**src/rtl/pcie_pkg.sv**
```systemverilog
// Shared PCIe block definitions: word layout and the egress drain FSM encoding.
package pcie_pkg;

    localparam int unsigned WORD_SIZE = 6;
    localparam int unsigned VC_BIT    = 5;
    localparam int unsigned DEST_BIT  = 4;
    localparam int unsigned CNT_W     = 8;

    typedef enum logic [1:0] {
        StIdle   = 2'd0,
        StActive = 2'd1,
        StDrain  = 2'd2
    } egr_state_e;

endpackage

```
**src/rtl/egress_skid_buf.sv**
```systemverilog
// Two-entry in-order {word, src} buffer; entry 0 is always the head shown downstream.
module egress_skid_buf #(
    parameter int unsigned WIDTH = pcie_pkg::WORD_SIZE
) (
    input  logic             i_clk,
    input  logic             i_rst,
    input  logic             i_push,
    input  logic [WIDTH-1:0] i_word,
    input  logic             i_src,
    input  logic             i_pop,
    output logic             o_valid,
    output logic [WIDTH-1:0] o_word,
    output logic             o_src,
    output logic [1:0]       o_occ
);
    import pcie_pkg::*;

    logic [WIDTH-1:0] r_word [2];
    logic             r_src  [2];
    logic [1:0]       r_occ;

    logic       w_pop;
    logic       w_push;
    logic [1:0] w_wr_pos;
    logic       w_wr_idx;

    always_comb begin
        w_pop    = i_pop && (r_occ != 2'd0);
        w_push   = i_push && ((r_occ != 2'd2) || w_pop);
        // Write slot is computed after the shift caused by a simultaneous pop.
        w_wr_pos = r_occ - {1'b0, w_pop};
        w_wr_idx = w_wr_pos[0];
    end

    always_ff @(posedge i_clk or posedge i_rst) begin
        if (i_rst) begin
            r_word[0] <= '0;
            r_word[1] <= '0;
            r_src[0]  <= 1'b0;
            r_src[1]  <= 1'b0;
            r_occ     <= 2'd0;
        end else begin
            if (w_pop) begin
                r_word[0] <= r_word[1];
                r_src[0]  <= r_src[1];
            end
            if (w_push) begin
                r_word[w_wr_idx] <= i_word;
                r_src[w_wr_idx]  <= i_src;
            end
            case ({w_push, w_pop})
                2'b10:   r_occ <= r_occ + 2'd1;
                2'b01:   r_occ <= r_occ - 2'd1;
                default: r_occ <= r_occ;
            endcase
        end
    end

    assign o_valid = (r_occ != 2'd0);
    assign o_word  = r_word[0];
    assign o_src   = r_src[0];
    assign o_occ   = r_occ;

endmodule

```
**src/rtl/pcie_egress_drain.sv**
```systemverilog
// Drains destination FIFOs D0/D1 round-robin into one valid/ready stream and flags misrouted words.
// Optional per-source delivery counters are built when SINK_CNT_EN is defined.
module pcie_egress_drain #(
    parameter int unsigned WORD_SIZE = pcie_pkg::WORD_SIZE,
`ifdef SINK_CNT_EN
    parameter int unsigned CNT_W     = pcie_pkg::CNT_W,
`endif
    parameter int unsigned DEST_BIT  = pcie_pkg::DEST_BIT
) (
    input  logic                 clk,
    input  logic                 reset,
    input  logic                 enable,
    input  logic                 d0_empty,
    input  logic                 d1_empty,
    input  logic [WORD_SIZE-1:0] data_out0,
    input  logic [WORD_SIZE-1:0] data_out1,
    output logic                 pop_D0,
    output logic                 pop_D1,
    output logic [WORD_SIZE-1:0] egr_data,
    output logic                 egr_src,
    output logic                 egr_valid,
    input  logic                 egr_ready,
    output logic                 misroute_err,
`ifdef SINK_CNT_EN
    output logic [CNT_W-1:0]     cnt_d0,
    output logic [CNT_W-1:0]     cnt_d1,
`endif
    output logic                 idle_out
);
    import pcie_pkg::*;

    egr_state_e r_state;
    logic       r_idle;
    logic       r_inflight;
    logic       r_inflight_src;
    logic       r_rr_ptr;
    logic       r_misroute;

    logic                 w_valid;
    logic                 w_src;
    logic [WORD_SIZE-1:0] w_word;
    logic [1:0]           w_occ;
    logic                 w_drain;
    logic [2:0]           w_used;
    logic                 w_has_credit;
    logic                 w_d0_rdy;
    logic                 w_d1_rdy;
    logic                 w_issue;
    logic                 w_grant_d1;
    logic [WORD_SIZE-1:0] w_cap_word;

    always_comb begin
        w_d0_rdy   = !d0_empty;
        w_d1_rdy   = !d1_empty;
        w_drain    = w_valid && egr_ready;
        w_used     = {1'b0, w_occ} + {2'b0, r_inflight};
        // A word leaving this cycle frees its slot, which sustains one pop per cycle.
        w_has_credit = w_used < (3'd2 + {2'b0, w_drain});
        w_issue    = (r_state == StActive) && enable && w_has_credit && (w_d0_rdy || w_d1_rdy);
        w_grant_d1 = (w_d0_rdy && w_d1_rdy) ? r_rr_ptr : w_d1_rdy;
        w_cap_word = r_inflight_src ? data_out1 : data_out0;
    end

    assign pop_D0 = w_issue && !w_grant_d1;
    assign pop_D1 = w_issue && w_grant_d1;

    egress_skid_buf #(
        .WIDTH (WORD_SIZE)
    ) u_skid (
        .i_clk   (clk),
        .i_rst   (reset),
        .i_push  (r_inflight),
        .i_word  (w_cap_word),
        .i_src   (r_inflight_src),
        .i_pop   (w_drain),
        .o_valid (w_valid),
        .o_word  (w_word),
        .o_src   (w_src),
        .o_occ   (w_occ)
    );

    assign egr_valid    = w_valid;
    assign egr_data     = w_word;
    assign egr_src      = w_src;
    assign misroute_err = r_misroute;
    assign idle_out     = r_idle;

    // Read-return tracking, arbitration pointer and misroute detection.
    always_ff @(posedge clk or posedge reset) begin
        if (reset) begin
            r_inflight     <= 1'b0;
            r_inflight_src <= 1'b0;
            r_rr_ptr       <= 1'b0;
            r_misroute     <= 1'b0;
        end else begin
            r_inflight <= w_issue;
            if (w_issue) begin
                r_inflight_src <= w_grant_d1;
                r_rr_ptr       <= !w_grant_d1;
            end
            if (r_inflight && (w_cap_word[DEST_BIT] != r_inflight_src)) begin
                r_misroute <= 1'b1;
            end
        end
    end

    always_ff @(posedge clk or posedge reset) begin
        if (reset) begin
            r_state <= StIdle;
            r_idle  <= 1'b1;
        end else begin
            case (r_state)
                StIdle: begin
                    if (enable && (w_d0_rdy || w_d1_rdy)) begin
                        r_state <= StActive;
                        r_idle  <= 1'b0;
                    end
                end
                StActive: begin
                    if (!enable) begin
                        r_state <= StDrain;
                    end
                end
                StDrain: begin
                    if (enable) begin
                        r_state <= StActive;
                    end else if (!r_inflight && (w_occ == 2'd0)) begin
                        r_state <= StIdle;
                        r_idle  <= 1'b1;
                    end
                end
                default: begin
                    r_state <= StIdle;
                    r_idle  <= 1'b1;
                end
            endcase
        end
    end

`ifdef SINK_CNT_EN
    logic [CNT_W-1:0] r_cnt_d0;
    logic [CNT_W-1:0] r_cnt_d1;

    // Counters wrap naturally; no saturation.
    always_ff @(posedge clk or posedge reset) begin
        if (reset) begin
            r_cnt_d0 <= '0;
            r_cnt_d1 <= '0;
        end else if (w_drain) begin
            if (w_src) begin
                r_cnt_d1 <= r_cnt_d1 + 1'b1;
            end else begin
                r_cnt_d0 <= r_cnt_d0 + 1'b1;
            end
        end
    end

    assign cnt_d0 = r_cnt_d0;
    assign cnt_d1 = r_cnt_d1;
`endif

endmodule
```
**config.mk**
```make
export PLATFORM = sky130hd
export DESIGN_NAME = pcie_egress_drain
export DESIGN_NICKNAME = d
export VERILOG_FILES = /design/src/rtl/pcie_pkg.sv /design/src/rtl/egress_skid_buf.sv /design/src/rtl/pcie_egress_drain.sv
export SDC_FILE = /design/constraint.sdc
export NUM_CORES = 1
export LEC_CHECK = 0
export ABC_AREA = 1
export CORE_ASPECT_RATIO = 1.25
export CORE_MARGIN = 2
export CORE_UTILIZATION = 45
export CTS_CLUSTER_DIAMETER = 200
export DETAILED_ROUTE_END_ITERATION = 6
export PLACE_DENSITY = 0.79
export SYNTH_ARGS = -nofsm -noshare
export SYNTH_HDL_FRONTEND = slang
export SYNTH_HIERARCHICAL = 1
export SYNTH_SLANG_ARGS = --single-unit
```
**constraint.sdc**
```tcl
create_clock -name clk -period 1.75 [get_ports clk]
set_input_delay 0.35 -clock clk [delete_from_list [all_inputs] [get_ports clk]]
set_output_delay 0.35 -clock clk [all_outputs]
set_load 0.05 [all_outputs]
```
==> results of run 1 <==
-- metrics by stage --
stage	power [mW]	hold WS, ns	cells	TNS (ns)	util (%)
after floorplan	2.20	0.153	181	0	-
after global placement	2.70	0.454	255	-0.780	62.1
after detailed placement	2.73	0.461	255	-0.982	62.1
after CTS	3.07	0.272	260	-0.491	64.4
after global routing	3.39	0.327	263	-0.768	65.5
final	3.14	0.275	263	-0.531	65.5
-- worst paths after layout --
check	startpoint	endpoint	slack (ns)	cells past startpoint
max	u_skid/o_occ[0]$_DFFE_PP0P_	pop_D1	-0.27	8
min	reset	r_inflight$_DFF_PP0_	0.27	2
max reg2reg	u_skid/o_occ[0]$_DFFE_PP0P_	u_skid/o_word[5]$_DFF_PP0_	0.11	12
min reg2reg	flip-flop	flip-flop	0.49	2
max in group asynchronous	reset	idle_out$_DFFE_PP1P_	1.20	2
min in group clk	flip-flop	flip-flop	0.49	2
-- synth_stat cells, types with 3 or more instances --
cell      n  share of area [%]
buf_4     7                3.7
inv_1    15                4.0
nand2_1  63                 17
mux2_2    5                4.0
nor2_1    8                2.1
inv_2     4                1.1
nand3_2   3                2.1
dfrtp_1  22                 39
o21ai_0   4                1.4
nand3_1  29                 10
-- cell families after synthesis --
kind of cell,Yosys count
multiplexers,5
AO/OA/AOI/OAI,13
flip-flops,23
AND/OR/NAND/NOR,109
adder cells (fa/ha/maj),2
buffers and inverters,29
-- per-layer routing --
| layer | vias to the layer above | GRT usage [%] | share of wire, % |
|---|---|---|---|
| met5 | - | 0 | 0 |
| met4 | 0 | 8.65 | 0.85 |
| met3 | 2 | 2.49 | 3.9 |
| met2 | 35 | 34.5 | 49 |
| met1 | 606 | 29.3 | 46 |
| li1 | 673 | - | - |
-- what timing repair did --
| item | CTS | global route |
|---|---|---|
| endpoints found under the hold margin | 0 | 0 |
| setup buffers | 1 | 4 |
| pin swaps | 1 | 5 |
| resized for setup | 6 | 5 |
| endpoints found under the setup margin | 3 | 18 |
-- final cells by class --
cell class | count | area [um^2] | share of cell area, %
Tap cell | 36 | 45.0 | 2.34
Clock inverter | 1 | 5.00 | 0.260
Clock buffer | 3 | 22.5 | 1.17
Multi-Input combinational cell | 129 | 711 | 36.9
Timing Repair Buffer | 52 | 487 | 25.2
Sequential cell | 23 | 579 | 30.0
Inverter | 19 | 78.8 | 4.09
-- critical path: cells and delay by family, from the launching register on --
family                 cells  cell delay [ns]
and+or+nand+nor            3             0.34
AOI/OAI and AO/OA          1             0.17
buffers and inverters      4             0.39
DFF                        1             0.44
-- where the power goes --
group / internal (mW) / switching, mW
Sequential: 0.755 / 0.193
Clock: 0.0855 / 0.171
Combinational: 0.803 / 1.13
==> impl_results.md, run 1 <==
* Outcome: finished with violations
* Failing checks: negative setup slack
* Num ports at 30
* Row cnt at 22
* Leak at 0.999 nW
* First-pass GRT wire length at approximately 5.7 mm
* Crit path largest cell delay at roughly 0.44 ns
* Worst VDD drop at approximately 1.2 mV
* Synth cell types at 24
* Largest family of logic cells by synthesized area: simple AND/OR/NAND/NOR gates
* Wirelength per Cell at 12.1 um
* Startpoint types: flip-flop
* RSZ-0062 raised after global routing: yes
* H-tree depth at 1
* Total GRT Usage at between 20% and 30%
* CTS root buf: clkbuf_4
* Global route total overflow at 0
* Vias in the first global route at ~1300
* Clock Sinks at 23
* Antenna-violating nets left at 0
* Commonest non-fill, non-tap cells in the layout: nand2_1, buf_4, nand3_1, dfrtp_1, clkdlybuf4s50_1
* Worst Setup Path Type: flip-flop to output port
* DRC violations left at 0
* CTS tree: built
* Hold_buf cts at 0
* Antenna cells at 0
* Final setup fails at 3
* Die width at 53.9 um
* Routed via count at around 1300
* CP arrival at ~1.7 ns
* Req. time, crit path at approximately 1.4 ns
* Mapped Area at around 0.0014 mm^2
* Compound-gate portion of the synthesized area at ~7.4%
* Area growth syn-to-layout at 37.5%
* Routed wire length at 3.19 mm
* Syn avg cell area at between 7 and 8 um^2
* Worst setup EP type: output port
* Fin area at 0.00193 mm^2
* Post-synth EDFFs at 0
* Worst slew pin tran at about 0.38 ns
* GP Congestion at just over 0.8
* Fraction of registers with async set/reset at between 90% and 100%
* Max cap viols at 0
* Sequential-to-total area share from yosys stat at between 40% and 50%
* Mux share of post-synthesis cell area at around 4%
* Starting density of the core at a little under half
* Synth Area in Simple Gates at 34.9%
* Most common cell after layout, fill and taps aside: nand2_1
* Post-synthesis register bit count at 23
* Top_reg_cell synth: dfrtp_1
* Post-Synthesis Cells at 181
* Hold Crit Class: input pin to asynchronous set/reset pin
* Worst-Skew Late Latency at 0.32 ns
* Deepest clock path buffer count at 2
* Largest net degree at the start of global routing at 17
* Placed Area at about 0.0018 mm^2
* Post-synthesis adder-cell area fraction at between 1.5 and 2%
* Total CTS buffers at 3
* Crit-path slowest cell: dfrtp_2
* Worst Clk Skew at 0.00495 ns
* Die ar. at between 0.003 and 0.004 mm^2
* Reg clk slew, reported paths at about 0.14 ns
* Period Utilization, post-route at 115%
* Crit Path Max Fanout at 4
* Max Clock Freq at between 400 and 500 MHz
* DP HPWL at 2.14 mm
* DR iter-0 viols at 53
* Fillers at 240
* Port Buffers at 29
* DRT Pass-1 Iters at 4
* PwrDens at around 1600 mW/mm^2
* Die Y-Extent at 66.4 um
* Slew Viols, Final at 0
* Yosys Warn Count at 6
* Post-synthesis net count at 201
* Setup Slack @ Placement at -0.0756 ns
* Final Hold Fails at 0
* Initial antenna violation count at 0
* Ratio of cells with drive above 1 in the final layout at 30.8%
* CORE AREA at a little under 0.003 mm^2
* Crit path time final at about 2.0 ns
* Final nets at 248
* Vias per inst at 5.00
* Post-synthesis xor/xnor area fraction at 0%
* Final critical-path setup slack at -0.266 ns
* Crit-path cells: buf_6, inv_4, nand2_2, nand2_2, o21ai_4, nand4_1, inv_4, buf_12
* Relative slew slack at approximately 74%
No activity file was read; power rests on OpenSTA's default activity.
==> run 2, diff against run 1 <==
--- a/config.mk
+++ b/config.mk
@@ -5,13 +5,12 @@
 export SDC_FILE = /design/constraint.sdc
 export NUM_CORES = 1
 export LEC_CHECK = 0
-export ABC_AREA = 1
 export CORE_ASPECT_RATIO = 1.25
 export CORE_MARGIN = 2
 export CORE_UTILIZATION = 45
 export CTS_CLUSTER_DIAMETER = 200
 export DETAILED_ROUTE_END_ITERATION = 6
-export PLACE_DENSITY = 0.79
+export PLACE_DENSITY = 0.8
 export SYNTH_ARGS = -nofsm -noshare
 export SYNTH_HDL_FRONTEND = slang
 export SYNTH_HIERARCHICAL = 1
==> run 2 against run 1 <==
  * The flow still finishes with violations (negative setup slack)
  * Critical path type unchanged
  * First-iteration DRC count down 66%
  * Global-route usage down 3.2 points
  * Area after synthesis down 5.3%
  * Worst setup slack worse by 0.26 ns
  * Critical endpoint unchanged
  * Cell count down 29%
  * Clock power down 4%
  * Register-to-register slack worse by 0.30 ns
  * Critical path depth down 3
  * Fmax down 11%
  * Non-clock buffer count down 1
==> impl_results.md, run 2 <==
* Outcome: finished with violations
* Failing checks: negative setup slack
* Most frequent cell after synthesis: dfrtp_1
* Combinational Power Share at approximately 59%
* Post-synth top cells: dfrtp_1, mux2_1, mux2_4
* CTS root buf: clkbuf_4
* Mux share of post-synthesis cell area at ~28%
* Hold Crit Class: input pin to asynchronous set/reset pin
* CORE AREA at 0.00289 mm^2
* Worst Setup Path Type: flip-flop to output port
* CTS tree: built
* Post-synth EDFFs at 0
* Part of the power in registers at roughly a third
* Post-synthesis adder-cell area fraction at 1.88%
* Ratio of cells with drive above 1 in the final layout at 52.6%
* Top cell type's share of synthesized area at roughly 41%
* Crit path largest cell delay at 0.45 ns
* First-pass GRT wire length at 4.73 mm
* Slew Viols, Final at 0
* Worst Clk Skew at between 0.004 and 0.005 ns
* Vias per inst at approximately 5.1
* Post-synthesis xor/xnor area fraction at 0%
* Routed via count at 968
* Crit Path Max Fanout at 3
* Post-synthesis net count at 127
* Relative slew slack at between 70% and 80%
* Post-route setup TNS at -3.01 ns
* Max cap viols at 0
* Fraction of registers with async set/reset at 100%
* Largest family of logic cells by synthesized area: multiplexers
* CP arrival at 1.92 ns
* Synth cell types at 33
* Cell family with most CP delay: flip-flops
* Clock group share of total power at under 10%
* Clock Sinks at 23
* Die Y-Extent at 64.8 um
* Synth top area cells: dfrtp_1, mux2_1, mux2_4
* Total GRT Usage at 18.5%
* GP Congestion at between 0.7 and 0.8
* Routed wire length at 2.80 mm
* DRT Pass-1 Iters at 4
* Die ar. at between 0.003 and 0.004 mm^2
* Num ports at 30
* FF-to-FF setup slack at -0.19 ns
* Switch Pwr at around 1.1 mW
* Worst slew pin tran at ~0.41 ns
* Leak at around 0.92 nW
* Largest net degree at the start of global routing at 17
* Port Buffers at 29
* Yosys Warn Count at 6
* Top_reg_cell synth: dfrtp_1
* Period Utilization, post-route at 130%
* Hold WS at between 0.2 and 0.3 ns
* Cells on worst reg2reg path at 7
* Compound-gate portion of the synthesized area at ~10%
* Synth Area in Simple Gates at 9.13%
* Post-synthesis register bit count at 23
* Hold_buf cts at 0
* Final critical-path setup slack at -0.524 ns
* DP HPWL at 2.09 mm
* Initial antenna violation count at 0
* Global route total overflow at 0
* Sequential-to-total area share from yosys stat at 43.4%
* DR iter-0 viols at 18
* Worst path bufs/invs at 1
* Max Clock Freq at between 400 and 500 MHz
* Worst-Skew Late Latency at approximately 0.31 ns
* Most common cell after layout, fill and taps aside: buf_4
* Startpoint types: flip-flop
* Die width at about 53 um
* Fillers at around 220
* Internal power at 1.76 mW
* Final nets at between 150 and 200
* Req. time, crit path at around 1.4 ns
* Worst VDD drop at about 1.2 mV
* Antenna-violating nets left at 0
* RSZ-0062 raised after global routing: yes
* Vias in the first global route at around 1100
* Final setup fails at 18
* Row cnt at 22
* Post-Synthesis Cells at around 110
* Area growth syn-to-layout at 46.2%
* Crit path time final at approximately 2.3 ns
* Sw Share at around two fifths
* Commonest non-fill, non-tap cells in the layout: buf_4, mux2_4, dfrtp_1, clkdlybuf4s50_1
* Wirelength per Cell at between 10 and 15 um
* Crit-path cells: ha_4, nand3b_1, a2111oi_4, and2_2, buf_12
* Final Hold Fails at 0
* Critical R2R Launch: u_skid/o_occ[0]$_DFFE_PP0P_
* Total CTS buffers at 3
* H-tree depth at 1
* Starting density of the core at a little under half
* Deepest clock path buffer count at 2
* PwrDens at approximately 1500 mW/mm^2
* Mapped Area at between 0.001 and 0.0015 mm^2
* Antenna cells at 0
* Biggest area consumer among synthesized cells: dfrtp_1
* Syn avg cell area at about 12 um^2
* Reg clk slew, reported paths at approximately 0.13 ns
* DRC violations left at 0
* Crit-path slowest cell: dfrtp_2
* Worst setup EP type: output port
[run 2: cell types whose count changed after synthesis, moves of 3 or more]
cell and change:
nor2_1 -4, inv_1 -9, mux2i_1 +3, mux2_1 +13, nand3_1 -29, o21ai_0 -3
nand2_1 -58, nand2b_1 +3, nand3_2 -3, nor2b_1 +4, inv_2 -4, mux2_4 +8
[run 2: power by group through the flow]
stage	Combinational, mW	Sequential [mW]	Clock (mW)
global placement	1.42	0.905	0
detailed placement	1.46	0.924	0
floorplan	1.05	0.922	0
finish	1.70	0.922	0.247
global route	1.80	0.951	0.282
CTS	1.66	0.917	0.260
[run 2: cell families after synthesis]
| logic type | Yosys count |
|---|---|
| adders and majority gates | 2 |
| buffers and inverters | 16 |
| and+or+nand+nor | 22 |
| AOI/OAI and AO/OA | 13 |
| muxes | 31 |
| DFF | 23 |
[run 2: how the worst max path moves through the flow]
stage / cells after the start / to / from
after CTS: 5 / pop_D1 / r_inflight$_DFF_PP0_
after global routing: 5 / pop_D1 / r_inflight$_DFF_PP0_
after floorplan: 5 / pop_D0 / u_skid/o_occ[1]$_DFFE_PP0P_
after global placement: 5 / pop_D1 / enable
final: 5 / pop_D1 / r_inflight$_DFF_PP0_
after detailed placement: 5 / pop_D0 / enable
[run 2: layer usage]
metal / vias up / share of wire, % / global-route usage (%)
met5: - / 0 / 0
met4: 0 / 0.36 / 4.81
met3: 2 / 4.7 / 2.30
met2: 24 / 54 / 33.8
met1: 480 / 41 / 22.2
li1: 462 / - / -
[run 2: layout make-up]
class / count / area, um^2 / area share (%)
multi-input combinational: 68 / 758 / 39.0
sequential: 23 / 578 / 29.7
timing repair buffer: 51 / 512 / 26.3
tap: 36 / 45.0 / 2.32
clock buffer: 3 / 22.5 / 1.16
inverter: 6 / 22.5 / 1.16
clock inverter: 1 / 5.00 / 0.258
[run 2: metrics by stage]
stage,util (%),worst slack [ns],instances,power [mW],area [um^2]
global route,67.2,-0.613,188,3.03,1940
finish,67.2,-0.524,188,2.87,1940
CTS,66.3,-0.550,187,2.83,1920
floorplan,-,-0.328,107,1.98,1350
detailed placement,61.1,-0.424,178,2.38,1770
global placement,61.1,-0.393,178,2.32,1770
[run 2: timing repair]
item / 4_1_cts / 5_1_grt
endpoints found under the setup margin: 18 / 21
pin swaps: 1 / 4
gates cloned: 0 / 0
hold endpoints to repair: 0 / 0
gates resized for setup: 18 / 6
buffers inserted: 5 / 1
[run 2: worst register-to-register path: cells and delay by family, from the launching register on]
kind	cells	cell delay [ns]
AOI/OAI and AO/OA	1	0.17
buffers and inverters	2	0.29
DFF	1	0.45
muxes	1	0.30
and+or+nand+nor	3	0.64
